$ cat config.mk
export PLATFORM = sky130hd
export DESIGN_NAME = mem_arbiter
export DESIGN_NICKNAME = d
export VERILOG_FILES = /design/src/rtl/mem_arbiter_pkg.sv /design/src/rtl/mem_arbiter_rr_arb2.sv /design/src/rtl/mem_arbiter.sv
export SDC_FILE = /design/constraint.sdc
export NUM_CORES = 1
export LEC_CHECK = 0
export ABC_AREA = 1
export CAP_MARGIN = 30
export CORE_ASPECT_RATIO = 1.75
export CORE_UTILIZATION = 33
export DETAILED_ROUTE_END_ITERATION = 10
export PLACE_DENSITY = 0.94
export SYNTH_ARGS = -nofsm -noshare
export SYNTH_HDL_FRONTEND = slang
export SYNTH_SLANG_ARGS = --single-unit
$ cat constraint.sdc
create_clock -name clk -period 2.8 [get_ports clk]
set_input_delay 0.42 -clock clk [delete_from_list [all_inputs] [get_ports clk]]
set_output_delay 0.42 -clock clk [all_outputs]
set_load 0.02 [all_outputs]
$ cat src/rtl/mem_arbiter_pkg.sv
// Shared types and constants for the two-client read arbiter.
package mem_arbiter_pkg;

  // One bit is enough to name either read client.
  typedef logic client_id_t;

  localparam int NUM_CLIENTS  = 2;
  localparam int READ_LATENCY = 1;

endpackage : mem_arbiter_pkg

$ cat src/rtl/mem_arbiter_rr_arb2.sv
// Two-way round-robin pick: the client not granted last wins a tie,
// a lone requester always wins, and block suppresses any grant.
module rr_arb2
  import mem_arbiter_pkg::*;
(
  input  logic [NUM_CLIENTS-1:0] req,
  input  client_id_t             last_id,
  input  logic                   block,
  output logic [NUM_CLIENTS-1:0] gnt
);

  // One-hot grant selection; blocked cycles grant nobody.
  always_comb begin
    gnt = '0;
    if (!block) begin
      case (req)
        2'b01:   gnt = 2'b01;
        2'b10:   gnt = 2'b10;
        2'b11:   gnt = last_id ? 2'b01 : 2'b10;
        default: gnt = '0;
      endcase
    end
  end

endmodule : rr_arb2

$ cat src/rtl/mem_arbiter.sv
// Shared-memory arbiter: two read clients arbitrated round-robin onto one
// read port, a loader client passed straight through to the write port.
module mem_arbiter
  import mem_arbiter_pkg::*;
#(
  parameter int ADDR_BITS = 8,
  parameter int DATA_BITS = 8
) (
  input  logic                 clk,
  input  logic                 rst,
  input  logic                 req0,
  input  logic                 req1,
  input  logic [ADDR_BITS-1:0] addr0,
  input  logic [ADDR_BITS-1:0] addr1,
  output logic                 gnt0,
  output logic                 gnt1,
  output logic                 rvalid0,
  output logic                 rvalid1,
  output logic [DATA_BITS-1:0] rdata,
  input  logic                 wreq,
  input  logic [ADDR_BITS-1:0] waddr,
  input  logic [DATA_BITS-1:0] wdata,
  output logic                 wgnt,
  output logic                 mem_r_en,
  output logic [ADDR_BITS-1:0] mem_r_addr,
  input  logic [DATA_BITS-1:0] mem_r_data,
  output logic                 mem_w_en,
  output logic [ADDR_BITS-1:0] mem_w_addr,
  output logic [DATA_BITS-1:0] mem_w_data
);

  logic [NUM_CLIENTS-1:0]  req_vec;
  logic [NUM_CLIENTS-1:0]  gnt_vec;
  client_id_t              last_id;
  client_id_t              cand_id;
  client_id_t              resp_id;
  logic [READ_LATENCY-1:0] resp_v;
  logic [ADDR_BITS-1:0]    cand_addr;
  logic                    hazard;
  logic                    accept;

  assign req_vec = {req1, req0};

  // The client that would win absent a hazard; its address alone decides
  // the read-after-write block, so a losing client is never promoted.
  assign cand_id   = (req0 && req1) ? ~last_id : req1;
  assign cand_addr = cand_id ? addr1 : addr0;
  assign hazard    = wreq && (req0 || req1) && (cand_addr == waddr);

  rr_arb2 u_rr_arb2 (
    .req     (req_vec),
    .last_id (last_id),
    .block   (hazard || !rst),
    .gnt     (gnt_vec)
  );

  assign gnt0       = gnt_vec[0];
  assign gnt1       = gnt_vec[1];
  assign accept     = gnt0 || gnt1;
  assign mem_r_en   = accept;
  assign mem_r_addr = gnt1 ? addr1 : (gnt0 ? addr0 : '0);

  // Writes are never stalled; only reset masks them.
  assign wgnt       = wreq && rst;
  assign mem_w_en   = wreq && rst;
  assign mem_w_addr = rst ? waddr : '0;
  assign mem_w_data = rst ? wdata : '0;

  // Track the accepted read one cycle ahead of its data and advance the
  // round-robin pointer only on an accepted read.
  always_ff @(posedge clk or negedge rst) begin
    if (!rst) begin
      resp_v  <= '0;
      resp_id <= 1'b0;
      last_id <= 1'b1;
    end else begin
      resp_v  <= accept;
      resp_id <= gnt1;
      if (accept) begin
        last_id <= gnt1;
      end
    end
  end

  assign rvalid0 = rst && resp_v[READ_LATENCY-1] && !resp_id;
  assign rvalid1 = rst && resp_v[READ_LATENCY-1] && resp_id;
  assign rdata   = mem_r_data;

endmodule : mem_arbiter

==> results.json <==
{
  "critPathTopFamily": "simple AND/OR/NAND/NOR gates",
  "worst-path-buf-inv": 2,
  "internal-power_uw": 303,
  "maxSlewViolCount": 0,
  "async_reset_ff_share_pct": 100,
  "slowest_delay_ns": 0.55,
  "clockBufferDepth": 2,
  "start_kind": "register",
  "final_cell_count_no_fill": 266,
  "fp.dieH_um": 70.7,
  "postSynthAreaPerCell_um2": 5.50,
  "cts_tree": "done",
  "path_max_fanout": 8,
  "syn_nets": 207,
  "synth.top_cell.area_share_pct": 19.4,
  "dp_hpwl_um": 2250,
  "fmax_mhz": 393,
  "synth-edff-count": 0,
  "p_clk_share_pct": 25.9,
  "comb_power_share_pct": 62.4,
  "clk_latency_ns": 0.21,
  "cp_slowest_cell": "dfstp_2",
  "dieArea_um2": 2920,
  "htreeDepth": 1,
  "swShare_pct": 36.3,
  "core-area_um2": 2520,
  "synth_ff_type": "dfrtp_1",
  "netlist_area_um2": 891,
  "io_pins": 84,
  "ys_ff_latch": 3,
  "seq_area_um2": 76.3,
  "final.setup.tns_ns": 0,
  "synthTopCellsByCount": "nand2_1 (46), inv_1 (41), nand3_1 (15)",
  "root_buffer": "clkbuf_8",
  "wl_um": 2650,
  "setup_violations": 0,
  "synth_cells": 162,
  "antenna_found_initial": 0,
  "start_util_pct": 35.3,
  "period_minus_slack_ns": 2.55,
  "worstMarginPinSlew_ns": 0.413,
  "drive_gt1_share_pct": 19.2,
  "min_period_over_period_pct": 90.9,
  "end_kind": "output port",
  "finalCoreUtilization_pct": 67.0,
  "netSwitchingPower_uw": 172,
  "synth.most_common_cell": "nand2_1",
  "fin_ws_ns": 0.254,
  "drt_iter0_drc": 23,
  "gp_congestion": 0.739,
  "rsz0062_at_grt": "no",
  "seq_area_frac_synth_pct": 8.57,
  "clkTransAtPathRegs_ns": 0.03,
  "cts-buffers-inserted": 3,
  "final_hold_viol_count": 0,
  "multi_input_area_um2": 551,
  "first_global_vias": 1150,
  "finalClockSkew_ns": 0.000500,
  "ys_warn_count": 0,
  "required_ns": 2.38,
  "relSlewSlack_pct": 72.4,
  "drv_cap": 0,
  "portBuffers": 67,
  "grt_remaining_overflow": 0,
  "drt_pre_antenna_iters": 4,
  "power_per_cell_area_nw_per_um2": 281,
  "vias_per_cell": 4.47,
  "min_path_type": "reg2reg",
  "grtUsageTotal_pct": 19.7,
  "dp.cells": 262,
  "grt_max_degree": 10,
  "detail_route.wl_per_cell_um": 9.95,
  "path_cells": "nand2_4, nand2_4, buf_12, nand2_1, nand3_1, nand2_1, nor2_1, nand2_1, nor2_2, nand2_2, nand2_4, nor2_1, dlygate4sd2_1",
  "worst_ir_drop_vdd_mv": 0.260,
  "status": "finished clean",
  "filler_cell_count": 221,
  "vias": 1189,
  "p_leak_uw": 0.00101,
  "ys_types": 19,
  "final_antenna_net_count": 0,
  "clock_sinks": 3,
  "num_antenna_cells": 0,
  "nNetsFinal": 286,
  "pre_cts_slack_ns": -0.206,
  "cts_hold_buffers": 0,
  "num_rows": 24,
  "drc": 0,
  "arrival_ns": 2.13,
  "crit_type": "reg2out",
  "die_width_um": 41.3,
  "grt_pass1_wl_um": 4280,
  "synth_area_leader_cell": "nand2_1",
  "synth_area_leaders": "nand2_1 (19%), inv_1 (17%), buf_4 (8.4%), nand3_1 (8.4%), nand2_4 (7.6%)",
  "p_seq_share_pct": 11.7,
  "post_cts.repair.setup_buffers": 0,
  "syn_to_final_growth_pct": 89.7
}
## cell type report
cell class	count	share of cell area (%)
timing repair buffer	88	49.2
multi-input combinational	104	32.6
inverter	41	9.10
sequential	3	4.52
clock buffer	4	2.66
tap	26	1.92
## per-stage QoR
stage / total power, µW / area [µm²] / hold WS [ns]
2_1_floorplan: 219 / 891 / 0.124
3_3_place_gp: 357 / 1650 / 0.481
3_5_place_dp: 361 / 1650 / 0.486
4_1_cts: 478 / 1690 / 0.499
5_1_grt: 510 / 1690 / 0.531
6_report: 475 / 1690 / 0.489
## cells in the final DEF, fill, tap and decap left out, drive strengths merged
cell type       n
dfstp           1
nand3b          5
nand3          17
o21a            2
dlygate4sd2    11
nor2           11
dfrtp           2
nand2          59
buf            21
clkdlybuf4s50  54
dlymetal6s2s    2
a21oi           5
inv            41
clkbuf          4
nor3            5
## sequential cells by signal (all words and copies together), names as in the netlist
signal	cells
resp_id	1
last_id	1
resp_v	1
## power by group through the flow
stage	Clock, µW	Sequential (µW)	Combinational, µW
after floorplan	0	54.8	164
after global placement	0	56.0	301
after detailed placement	0	56.0	305
after CTS	124	55.6	298
after global routing	130	56.4	324
final	123	55.4	296
## tightest hold or removal path, stage by stage (launching register included)
cell and delay [ns]:
dfstp_2 0.37, nand2_1 0.06, nand2_1 0.05
## layer usage
metal	GRT usage, %	routed length [µm]
met5	0	0
met1	21.1	986
met2	35.2	1430
met3	2.19	189
met4	8.24	45
## final timing paths
path | cells after the start | end | slack [ns] | from
worst max-delay path | 13 | mem_r_addr[0] | 0.25 | last_id
worst min-delay path | 2 | last_id | 0.49 | last_id
worst max register to register | 12 | resp_v | 1.09 | last_id
worst min register to register | 2 | last_id | 0.49 | last_id
max in group asynchronous | 2 | last_id | 1.79 | rst
min in group asynchronous | 2 | resp_v | 0.82 | rst
## kinds of logic (layout without fill, tap and decap cells)
group | count (synthesis) | count (layout) | share of synthesized area (%)
AO/OA/AOI/OAI | 7 | 7 | 4.49
buffers and inverters | 55 | 133 | 29.6
flip-flops | 3 | 3 | 8.57
AND/OR/NAND/NOR | 97 | 97 | 57.3
## timing repair
item / CTS / global route
endpoints found under the setup margin: 11 / 11
pin swaps: 0 / 0
gates cloned: 0 / 0
gates resized for setup: 11 / 2
Note: power is estimated with default switching activity, not from simulation.
